### src/rtl/rot_cmd_sequencer.sv
// Command sequencer for the 100-bit rotator: loads a word or issues
// single-step rotate enables, one per cycle, taking the shorter direction.
module rot_cmd_sequencer #(
    parameter int WIDTH    = 100,
    parameter int CNT_W    = 7,
    parameter int SHORTEST = 1
) (
    input  logic             clk,
    input  logic             rst_n,
    input  logic             cmd_valid,
    output logic             cmd_ready,
    input  logic [1:0]       cmd_op,
    input  logic [CNT_W-1:0] cmd_count,
    input  logic [WIDTH-1:0] cmd_data,
    output logic             rot_load,
    output logic [1:0]       rot_ena,
    output logic [WIDTH-1:0] rot_data,
    output logic             busy,
    output logic             done,
    output logic             cmd_err
);

    typedef enum logic [1:0] {
        IDLE,
        LOAD,
        RUN,
        DONE
    } state_t;

    localparam logic [CNT_W:0] W_C    = (CNT_W+1)'(WIDTH);
    localparam logic [CNT_W:0] HALF_C = (CNT_W+1)'(WIDTH / 2);
    localparam logic [CNT_W:0] ONE_C  = (CNT_W+1)'(1);

    state_t         state, state_n;
    logic [CNT_W:0] step_cnt, step_n;
    logic [CNT_W:0] cnt_ext, eff, steps;
    logic [1:0]     dir_q, dir_n;
    logic           flip, accept, err_n;

    // One subtraction suffices: 2^CNT_W <= 2*WIDTH bounds the raw count.
    assign cnt_ext = {1'b0, cmd_count};
    assign eff     = (cnt_ext >= W_C) ? cnt_ext - W_C : cnt_ext;
    assign flip    = (SHORTEST != 0) && (eff > HALF_C);
    assign steps   = flip ? W_C - eff : eff;
    assign accept  = cmd_valid && (state == IDLE);

    always_comb begin
        state_n = state;
        step_n  = step_cnt;
        dir_n   = dir_q;
        err_n   = 1'b0;
        unique case (state)
            IDLE: begin
                if (accept) begin
                    unique case (cmd_op)
                        2'b00: state_n = LOAD;
                        2'b01, 2'b10: begin
                            dir_n   = flip ? {cmd_op[0], cmd_op[1]} : cmd_op;
                            step_n  = steps;
                            state_n = (steps == '0) ? DONE : RUN;
                        end
                        default: begin
                            state_n = DONE;
                            err_n   = 1'b1;
                        end
                    endcase
                end
            end
            LOAD: state_n = DONE;
            RUN: begin
                step_n = step_cnt - ONE_C;
                if (step_cnt <= ONE_C) begin
                    state_n = DONE;
                end
            end
            DONE: state_n = IDLE;
            default: state_n = IDLE;
        endcase
    end

    // Outputs are registered from the next-state so they line up with state.
    always_ff @(posedge clk or negedge rst_n) begin
        if (!rst_n) begin
            state     <= IDLE;
            step_cnt  <= '0;
            dir_q     <= 2'b00;
            cmd_ready <= 1'b1;
            rot_load  <= 1'b0;
            rot_ena   <= 2'b00;
            rot_data  <= '0;
            busy      <= 1'b0;
            done      <= 1'b0;
            cmd_err   <= 1'b0;
        end else begin
            state     <= state_n;
            step_cnt  <= step_n;
            dir_q     <= dir_n;
            cmd_ready <= (state_n == IDLE);
            rot_load  <= (state_n == LOAD);
            rot_ena   <= (state_n == RUN) ? dir_n : 2'b00;
            busy      <= (state_n != IDLE);
            done      <= (state_n == DONE);
            cmd_err   <= err_n;
            if (accept && cmd_op == 2'b00) begin
                rot_data <= cmd_data;
            end
        end
    end

endmodule

### config.mk
export PLATFORM = sky130hd
export DESIGN_NAME = rot_cmd_sequencer
export DESIGN_NICKNAME = d
export VERILOG_FILES = /design/src/rtl/rot_cmd_sequencer.sv
export SDC_FILE = /design/constraint.sdc
export NUM_CORES = 1
export LEC_CHECK = 0
export ABC_CLOCK_PERIOD_IN_PS = 3010
export CAP_MARGIN = 10
export CORE_ASPECT_RATIO = 0.6
export CORE_MARGIN = 1
export CORE_UTILIZATION = 47
export CTS_CLUSTER_DIAMETER = 60
export DETAILED_ROUTE_END_ITERATION = 8
export GPL_TIMING_DRIVEN = 0
export PLACE_DENSITY = 0.9
export SYNTH_ARGS = -nofsm -noshare
export SYNTH_HDL_FRONTEND = slang
export SYNTH_SLANG_ARGS = --single-unit
### constraint.sdc
create_clock -name clk -period 3.01 [get_ports clk]
set_input_delay 0.301 -clock clk [delete_from_list [all_inputs] [get_ports clk]]
set_output_delay 0.301 -clock clk [all_outputs]
set_load 0.005 [all_outputs]
## After elaboration in Yosys (flattened, before gate mapping)

Index checks and enable logic that the tools add are counted.

| cells by class | value |
|---|---|
| $add $sub $neg | 3 |
| order comparisons | 3 |
| equal/unequal tests | 10 |
| multiplexer cells | 18 |
| reduce and logical (&&, ||, !) cells | 11 |

Operators with widths:

| operator | count |
|---|---|
| 8-bit 2-to-1 mux | 4 |
| 8-bit one-hot mux with 2 select lines | 1 |
| 2-bit 2-to-1 mux | 7 |
| 2-bit equality test, second input constant | 5 |
| 8-bit by 6-bit greater-than comparator with 1-bit output, second input constant | 1 |
| 8-bit by 1-bit less-or-equal comparator with 1-bit output, second input constant | 1 |
| 8-bit zero test | 1 |
| 2-bit one-hot mux with 4 select lines | 1 |
| 7-bit by 7-bit subtractor with 8-bit output, second input constant | 1 |
| 7-bit by 8-bit subtractor with 8-bit output, first input constant | 1 |
| 8-bit by 1-bit subtractor with 8-bit output, second input constant | 1 |
| 7-bit greater-or-equal comparator, second input constant | 1 |
| 2-bit by 1-bit equality test with 1-bit output, second input constant | 3 |
| 2-bit zero test | 3 |
| 1-bit 2-to-1 mux | 4 |
| 2-bit one-hot mux with 2 select lines | 1 |
| 2-bit nonzero test | 2 |
| 3-bit AND reduction | 1 |
| 3-bit OR reduction | 1 |
| 1-bit logical AND | 2 |
| 2-bit by 1-bit != test with 1-bit output, second input constant | 1 |
| 2-bit != test, second input constant | 1 |
| 2-bit OR reduction | 1 |

| word-level totals | value |
|---|---|
| register bits after elaboration | 119 |
| bits of input ports | 112 |
| output and inout bits | 107 |
| logic and storage cells | 55 |

## Depth between registers and ports, before layout

Gate-level depths: netlist of run 1.

| depth | value |
|---|---|
| depth after elaboration | 11 |
| mapped depth | 11 |
| gate-level depth less buffers | 10 |

## Worst setup path before layout of run 1

Ideal clock, no wire load.

| timing | value |
|---|---|
| kind | input to register |
| from | input port cmd_count[2] |
| to | register rot_ena[0] |
| data arrival time | 2.012 ns |
| path slack | 0.857 ns |
| stages | 9 |
| path buffers | 0 |
| cell sequence | inv_2 -> ha_1 -> nor2b_4 -> nor3_4 -> o22ai_2 -> or4_1 -> a21oi_2 -> o311a_4 -> nor3_1 |

| between the ends | value |
|---|---|
| longest elaborated chain between the ends | 11 |
| elaborated cells between the ends (all ways) | 17 |

Ends and longest elaborated chain:

| what | RTL line | source |
|---|---|---|
| from (decl) | 13 | `input logic [CNT_W-1:0] cmd_count,` |
| 7-bit by 7-bit subtractor with 8-bit output / 7-bit greater-or-equal comparator (equally long branches) | 42 | `assign eff = (cnt_ext >= W_C) ? cnt_ext - W_C : cnt_ext;` |
| 8-bit 2-to-1 mux * | 42 |  |
| 7-bit by 8-bit subtractor with 8-bit output / 8-bit by 6-bit greater-than comparator with 1-bit output (equally long branches) | 44, 43 |  |
| 8-bit 2-to-1 mux * | 44 | `assign steps = flip ? W_C - eff : eff;` |
| 8-bit zero test * | 60 | `state_n = (steps == '0) ? DONE : RUN;` |
| 1-bit 2-to-1 mux * | 60 |  |
| 2-bit one-hot mux with 2 select lines * | 55 | `unique case (cmd_op)` |
| 2-bit 2-to-1 mux * | 54 | `if (accept) begin` |
| 2-bit one-hot mux with 4 select lines * | 52 | `unique case (state)` |
| net state_n[0] | 34 | `state_t state, state_n;` |
| 2-bit equality test * | 100 | `rot_ena <= (state_n == RUN) ? dir_n : 2'b00;` |
| 2-bit 2-to-1 mux * | 100 |  |
| to (signal assigned) | 100 |  |
| to (decl) | 16 | `output logic [1:0] rot_ena,` |

Mark *: on every way through the listed nets, which the timed path passes. The rest lies on a longest branch.
A chain may end at the register's enable or synchronous reset.

## Final worst setup path of run 1

Same ends and word-level chain as after synthesis.

==> flow_metrics.env, run 1 <==
export IMPL_clock_sinks=119
export IMPL_ctsHtreeMaxLevel=4
export IMPL_grt_pass1_vias=4490
export IMPL_synth_cell_types=61
export IMPL_crit_type="input pin to flop"
export IMPL_slew_viol_final=0
export IMPL_clk_path_buf_depth=2
export IMPL_overflow=0
export IMPL_antenna_found_initial=0
export IMPL_die_h_um=84.5
export IMPL_yosysWarnings=0
export IMPL_arrival_ps=3060
export IMPL_grt_max_degree=71
export IMPL_antennaDiodeCount=0
export IMPL_clock_root_buffer="clkbuf_16"
export IMPL_numCtsBuffers=17
export IMPL_drive_above_1_share_pct=24.1
export IMPL_period_minus_slack_ps=2810
export IMPL_grt_pass1_wl_um=23800
export IMPL_drt_iter0_drc=255
export IMPL_power_density_nw_per_um2=972
export IMPL_synth_ff_type="dfrtp_1"
export IMPL_ys_async_sr_fraction_pct=100
export IMPL_finalNetCount=767
export IMPL_post_route_drc_count=0
export IMPL_portBuffers=217
export IMPL_placementRows=29
export IMPL_crit_fanout=7
export IMPL_fin_crit_sh_pct=93.2
export IMPL_maxCapViolCount=0
export IMPL_avgSynthCellArea_um2=13.2
export IMPL_worstHoldPathType="input pin to async pin"
export IMPL_synth_edff_count=0
export IMPL_drtAntennaViolNets=0
export IMPL_finalSetupViolCount=0
export IMPL_critPathLaunchType="input pin"
export IMPL_place_hpwl_um=10900
export IMPL_max_slew_margin_pct=45.5
export IMPL_worst_skew_pair_late_latency_ps=400
export IMPL_maxClockFrequency_ghz=0.356
export IMPL_synthCells=405
export IMPL_yosys_register_bits=119
export IMPL_synth_area_um2=5330
export IMPL_yosysTopAreaCellShare_pct=55.4
export IMPL_final_util_pct=77.1
export IMPL_clock_skew_ps=7.90
export IMPL_cts_clk_slew_worst_paths_ps=60
export IMPL_hold_violations=0
export IMPL_fp_dieW_um=139
export IMPL_place_congestion=0.902
export IMPL_syn_nets=529
export IMPL_worst_slew_pin_slew_ps=818
export IMPL_timing_rr_end="rot_data[82]"
export IMPL_synthToLayoutAreaGrowth_pct=56.5
export IMPL_power_mw=8.11
export IMPL_most_common_layout_cells="216 x clkdlybuf4s50_1, 118 x dfrtp_1, 100 x mux2_2"
export IMPL_drtPass1Iterations=5
export IMPL_track_usage_pct=26.5
export IMPL_leakagePower_nw=3.56
export IMPL_ir_drop_mv=0.585
export IMPL_synth_top_area_cell="dfrtp_1"
export IMPL_rr_worst_depth=6
export IMPL_cts_tree="built"
export IMPL_synth_area_top_cells="dfrtp_1 55%, mux2_2 21%, ha_1 2.8%, nor2_1 1.3%, o21ai_0 1.2%"
export IMPL_status="complete, no violations"
export IMPL_dieArea_um2=11800
export IMPL_ios=219
export IMPL_vias=4218
export IMPL_vias_per_cell=5.31
export IMPL_rsz0062_at_grt="false"
export IMPL_core_um2=10800
export IMPL_critPathCaptureType="flop"
export IMPL_synth_seq_area_share_pct=55.9
export IMPL_ff2ff_setup_slack_ps=510
export IMPL_mostFrequentLayoutCell="clkdlybuf4s50_1"
export IMPL_routedWlPerCell_um=18.8
export IMPL_start_util_pct=49.3
export IMPL_r2r_start="state[0]"
export IMPL_cp_required_ps=3260
export IMPL_wl_um=14900
export IMPL_fill_cells=676
[synthesized netlist by cell type (all sizes together) (4+ instances only)]
library cell / instances
dfrtp: 118
mux2: 100
nor2: 19
o21ai: 19
nand2: 16
clkbuf: 14
inv: 14
ha: 12
a21oi: 11
nor3: 9
nand3: 7
o211ai: 6
buf: 4
nand3b: 4
[area by class of cell]
class | instances | area, µm² | area share [%]
Buffer | 18 | 73.8 | 0.885
Clock buffer | 20 | 457 | 5.48
Clock inverter | 12 | 174 | 2.09
Inverter | 14 | 52.6 | 0.630
Multi-Input combinational cell | 254 | 2220 | 26.7
Sequential cell | 119 | 2980 | 35.7
Tap cell | 139 | 174 | 2.09
Timing Repair Buffer | 219 | 2210 | 26.5
[per-layer routing]
metal | global-route usage, % | part of all wire [%] | wire length, µm
met4 | 11.0 | 2.3 | 339
met5 | 0 | 0 | 0
met1 | 31.1 | 40 | 5920
met2 | 46.0 | 50 | 7470
met3 | 7.82 | 8.0 | 1200
[worst max path at each step]
stage	from	to	depth (start not counted)
floorplan	cmd_count[2]	rot_ena[0]	9
global placement	rst_n	rot_data[22]	1
detailed placement	cmd_count[2]	rot_ena[0]	10
CTS	cmd_count[2]	rot_ena[0]	10
global route	cmd_count[2]	busy	11
finish	cmd_count[2]	rot_ena[0]	10
[timing repair]
item	in CTS	in global routing
endpoints found under the hold margin	48	0
resized for setup	0	0
hold buffers	1	0
setup buffers	0	0
[stage by stage]
step	hold WS, ps	area, µm²	std cells	TNS, ps	setup slack, ps
after floorplan	5.41	5330	405	0	857
after global placement	464	7670	761	-319250	-2700
after detailed placement	370	7700	762	-820	-158
after CTS	491	8340	795	0	251
after global routing	505	8340	795	0	84.2
final	486	8340	795	0	204
[registers in the layout (all words and copies together), names as in the netlist]
register,count
rot_data,100
step_cnt,8
dir_q,2
rot_ena,2
state,2
busy,1
cmd_err,1
cmd_ready,1
done,1
rot_load,1
[cell families after synthesis]
family / after synthesis / share of synthesized area (%)
compound gates: 62 / 8.99
xor+xnor: 5 / 0.822
fa+ha+maj: 12 / 2.82
buf+inv: 32 / 2.37
flops: 119 / 55.9
mux: 102 / 21.5
simple gates: 73 / 7.58
[critical path: stages]
cell             delay [ps]
clkdlybuf4s50_1         670
inv_2                   120
ha_1                    330
nor2b_4                 210
nor3_4                  220
o22ai_2                 170
or4_1                   580
a21oi_2                 150
o311a_4                 250
nor3_1                   60
[report_power, final]
part           internal (mW)  switching, mW
Sequential              2.38          0.441
Clock                   1.43          0.719
Combinational           2.02           1.12
Total                   5.83           2.28
No activity file was read; power rests on OpenSTA's default activity.
==> run 2: changes to the inputs <==
--- a/config.mk
+++ b/config.mk
@@ -9,11 +9,12 @@
 export CAP_MARGIN = 10
 export CORE_ASPECT_RATIO = 0.6
 export CORE_MARGIN = 1
-export CORE_UTILIZATION = 47
+export CORE_UTILIZATION = 55
 export CTS_CLUSTER_DIAMETER = 60
 export DETAILED_ROUTE_END_ITERATION = 8
+export DONT_BUFFER_PORTS = 1
 export GPL_TIMING_DRIVEN = 0
-export PLACE_DENSITY = 0.9
+export PLACE_DENSITY = 0.73
 export SYNTH_ARGS = -nofsm -noshare
 export SYNTH_HDL_FRONTEND = slang
 export SYNTH_SLANG_ARGS = --single-unit
==> run 2 against run 1 <==
  * The run now ends with hold timing left
  * Global-route usage is 3.7 points lower
  * Critical path depth stayed put
  * Power is 21% lower
  * Wire length is 25% lower
  * Sequential share of layout area is 13 points higher
  * Count of clock-buffer cells in the layout stayed put
==> flow_metrics.env, run 2 (synthesis gave the netlist of run 1 again) <==
export IMPL_maxCapViolCount=0
export IMPL_post_route_drc_count=0
export IMPL_clock_sinks=119
export IMPL_antennaDiodeCount=0
export IMPL_drive_above_1_share_pct=35.7
export IMPL_fin_cells=567
export IMPL_core_um2=9290
export IMPL_placedCellCount=535
export IMPL_internal_power_mw=4.48
export IMPL_status="finished, violations left"
export IMPL_max_slew_margin_pct=58.5
export IMPL_violations="hold timing"
export IMPL_antenna_found_initial=0
export IMPL_holdWs_ps=-411
export IMPL_place_congestion=0.889
export IMPL_largest_reg_flops=100
export IMPL_finalSetupViolCount=0
export IMPL_finalNetCount=548
export IMPL_ios=219
export IMPL_top_layer="met4"
export IMPL_hold_violations=119
export IMPL_arrival_ps=2740
export IMPL_clock_skew_ps=6.07
export IMPL_routedWlPerCell_um=19.7
export IMPL_seqPwrFrac_pct=47.2
export IMPL_fin_crit_sh_pct=79.7
export IMPL_dieArea_um2=10100
export IMPL_worst_path_buf_inv=1
export IMPL_cts_clk_slew_worst_paths_ps=50
export IMPL_wl_met2_um=5330
export IMPL_placementRows=27
export IMPL_grt_pass1_vias=3285
export IMPL_vias_per_cell=5.81
export IMPL_drtAntennaViolNets=0
export IMPL_ctsHtreeMaxLevel=4
export IMPL_crit_type="flop to flop"
export IMPL_switching_power_mw=1.91
export IMPL_mostFrequentLayoutCell="dfrtp_1"
export IMPL_overflow=0
export IMPL_grt_pass1_wl_um=17100
export IMPL_cp_required_ps=3350
export IMPL_cts_resized=0
export IMPL_worst_slew_pin_slew_ps=623
export IMPL_wl_um=11200
export IMPL_start_util_pct=57.4
export IMPL_maxClockFrequency_ghz=0.417
export IMPL_synthToLayoutAreaGrowth_pct=14.5
export IMPL_clk_path_buf_depth=2
export IMPL_fin_setup_tns_ps=0
export IMPL_wl_met1_um=4580
export IMPL_final_util_pct=65.7
export IMPL_reg_top3="rot_data x100, step_cnt x8"
export IMPL_wl_met3_um=1170
export IMPL_drt_iter0_drc=118
export IMPL_max_stage_delay_ps=430
export IMPL_die_h_um=78.2
export IMPL_top_register="rot_data"
export IMPL_most_common_layout_cells="118 x dfrtp_1, 100 x mux2_2, 19 x nor2_1"
export IMPL_drtPass1Iterations=4
export IMPL_vias=3293
export IMPL_ir_drop_mv=0.633
export IMPL_period_minus_slack_ps=2400
export IMPL_power_density_nw_per_um2=1050
export IMPL_swShare_pct=29.9
export IMPL_worst_skew_pair_late_latency_ps=410
export IMPL_fp_dieW_um=129
export IMPL_clkPwrFrac_pct=31.9
export IMPL_cpLargestDelayFamily="compound AO/OA/AOI/OAI gates"
export IMPL_grt_max_degree=120
export IMPL_slew_viol_final=0
export IMPL_p_comb_share_pct=21.0
export IMPL_rsz0062_at_grt="false"
export IMPL_critPathCaptureType="flop"
export IMPL_clock_root_buffer="clkbuf_16"
export IMPL_crit_chain="inv_1 -> ha_1 -> nor2_1 -> nor4bb_1 -> o21ai_0 -> a32oi_1 -> a211oi_1 -> o21ai_1 -> o311a_4 -> and2_1"
export IMPL_cts_tree="built"
export IMPL_place_hpwl_um=8300
export IMPL_crit_fanout=7
export IMPL_critPathLaunchType="flop"
export IMPL_track_usage_pct=22.8
export IMPL_cpMaxStageDelayCell="dfrtp_1"
export IMPL_worstHoldPathType="input pin to async pin"
export IMPL_leakagePower_nw=2.71
export IMPL_numCtsBuffers=17
export IMPL_portBuffers=0
[run 2: area by class of cell]
| class | count | area, µm² |
|---|---|---|
| multi-input cells | 254 | 2220 |
| plain buffers | 18 | 73.8 |
| well taps | 130 | 163 |
| clock buffers | 20 | 457 |
| flip-flops and latches | 119 | 2980 |
| fillers | 698 | 3190 |
| inverters | 14 | 52.6 |
| clock inverters | 12 | 151 |
[run 2: worst paths after layout]
kind	to	startpoint	cells after the start	slack, ps
max in group asynchronous	cmd_ready	rst_n	0	3170
min in group clk	rot_data[86]	cmd_data[86]	1	40
worst max register to register	rot_load	step_cnt[0]	10	610
worst min register to register	dir_q[1]	dir_q[1]	2	530
worst max-delay path	rot_load	step_cnt[0]	10	610
worst min-delay path	rot_data[53]	rst_n	0	-410
[run 2: metal layers]
| layer | global-route usage [%] | up-vias |
|---|---|---|
| li1 | - | 1496 |
| met4 | 7.53 | 0 |
| met2 | 36.5 | 155 |
| met5 | 0 | - |
| met3 | 10.1 | 9 |
| met1 | 27.8 | 1633 |
[run 2: through the flow]
stage	area, µm²	setup WS [ps]	hold WS [ps]	power (mW)
final	6100	611	-411	6.40
after global routing	6100	381	-437	6.76
after CTS	6100	601	-427	6.46
after detailed placement	5490	590	6.89	4.39
after global placement	5490	618	7.11	4.30
after floorplan	5330	857	5.41	3.96
[run 2: power by group through the flow]
stage,Clock (mW),Sequential [mW],Combinational [mW]
5_1_grt,2.16,3.11,1.50
3_3_place_gp,0,3.02,1.27
3_5_place_dp,0,3.04,1.35
6_report,2.04,3.02,1.34
4_1_cts,2.08,3.04,1.35
2_1_floorplan,0,2.83,1.13
[run 2: repair_timing]
action	4_1_cts	5_1_grt
setup buffers	0	0
endpoints found under the hold margin	119	119
setup endpoints to repair	0	0
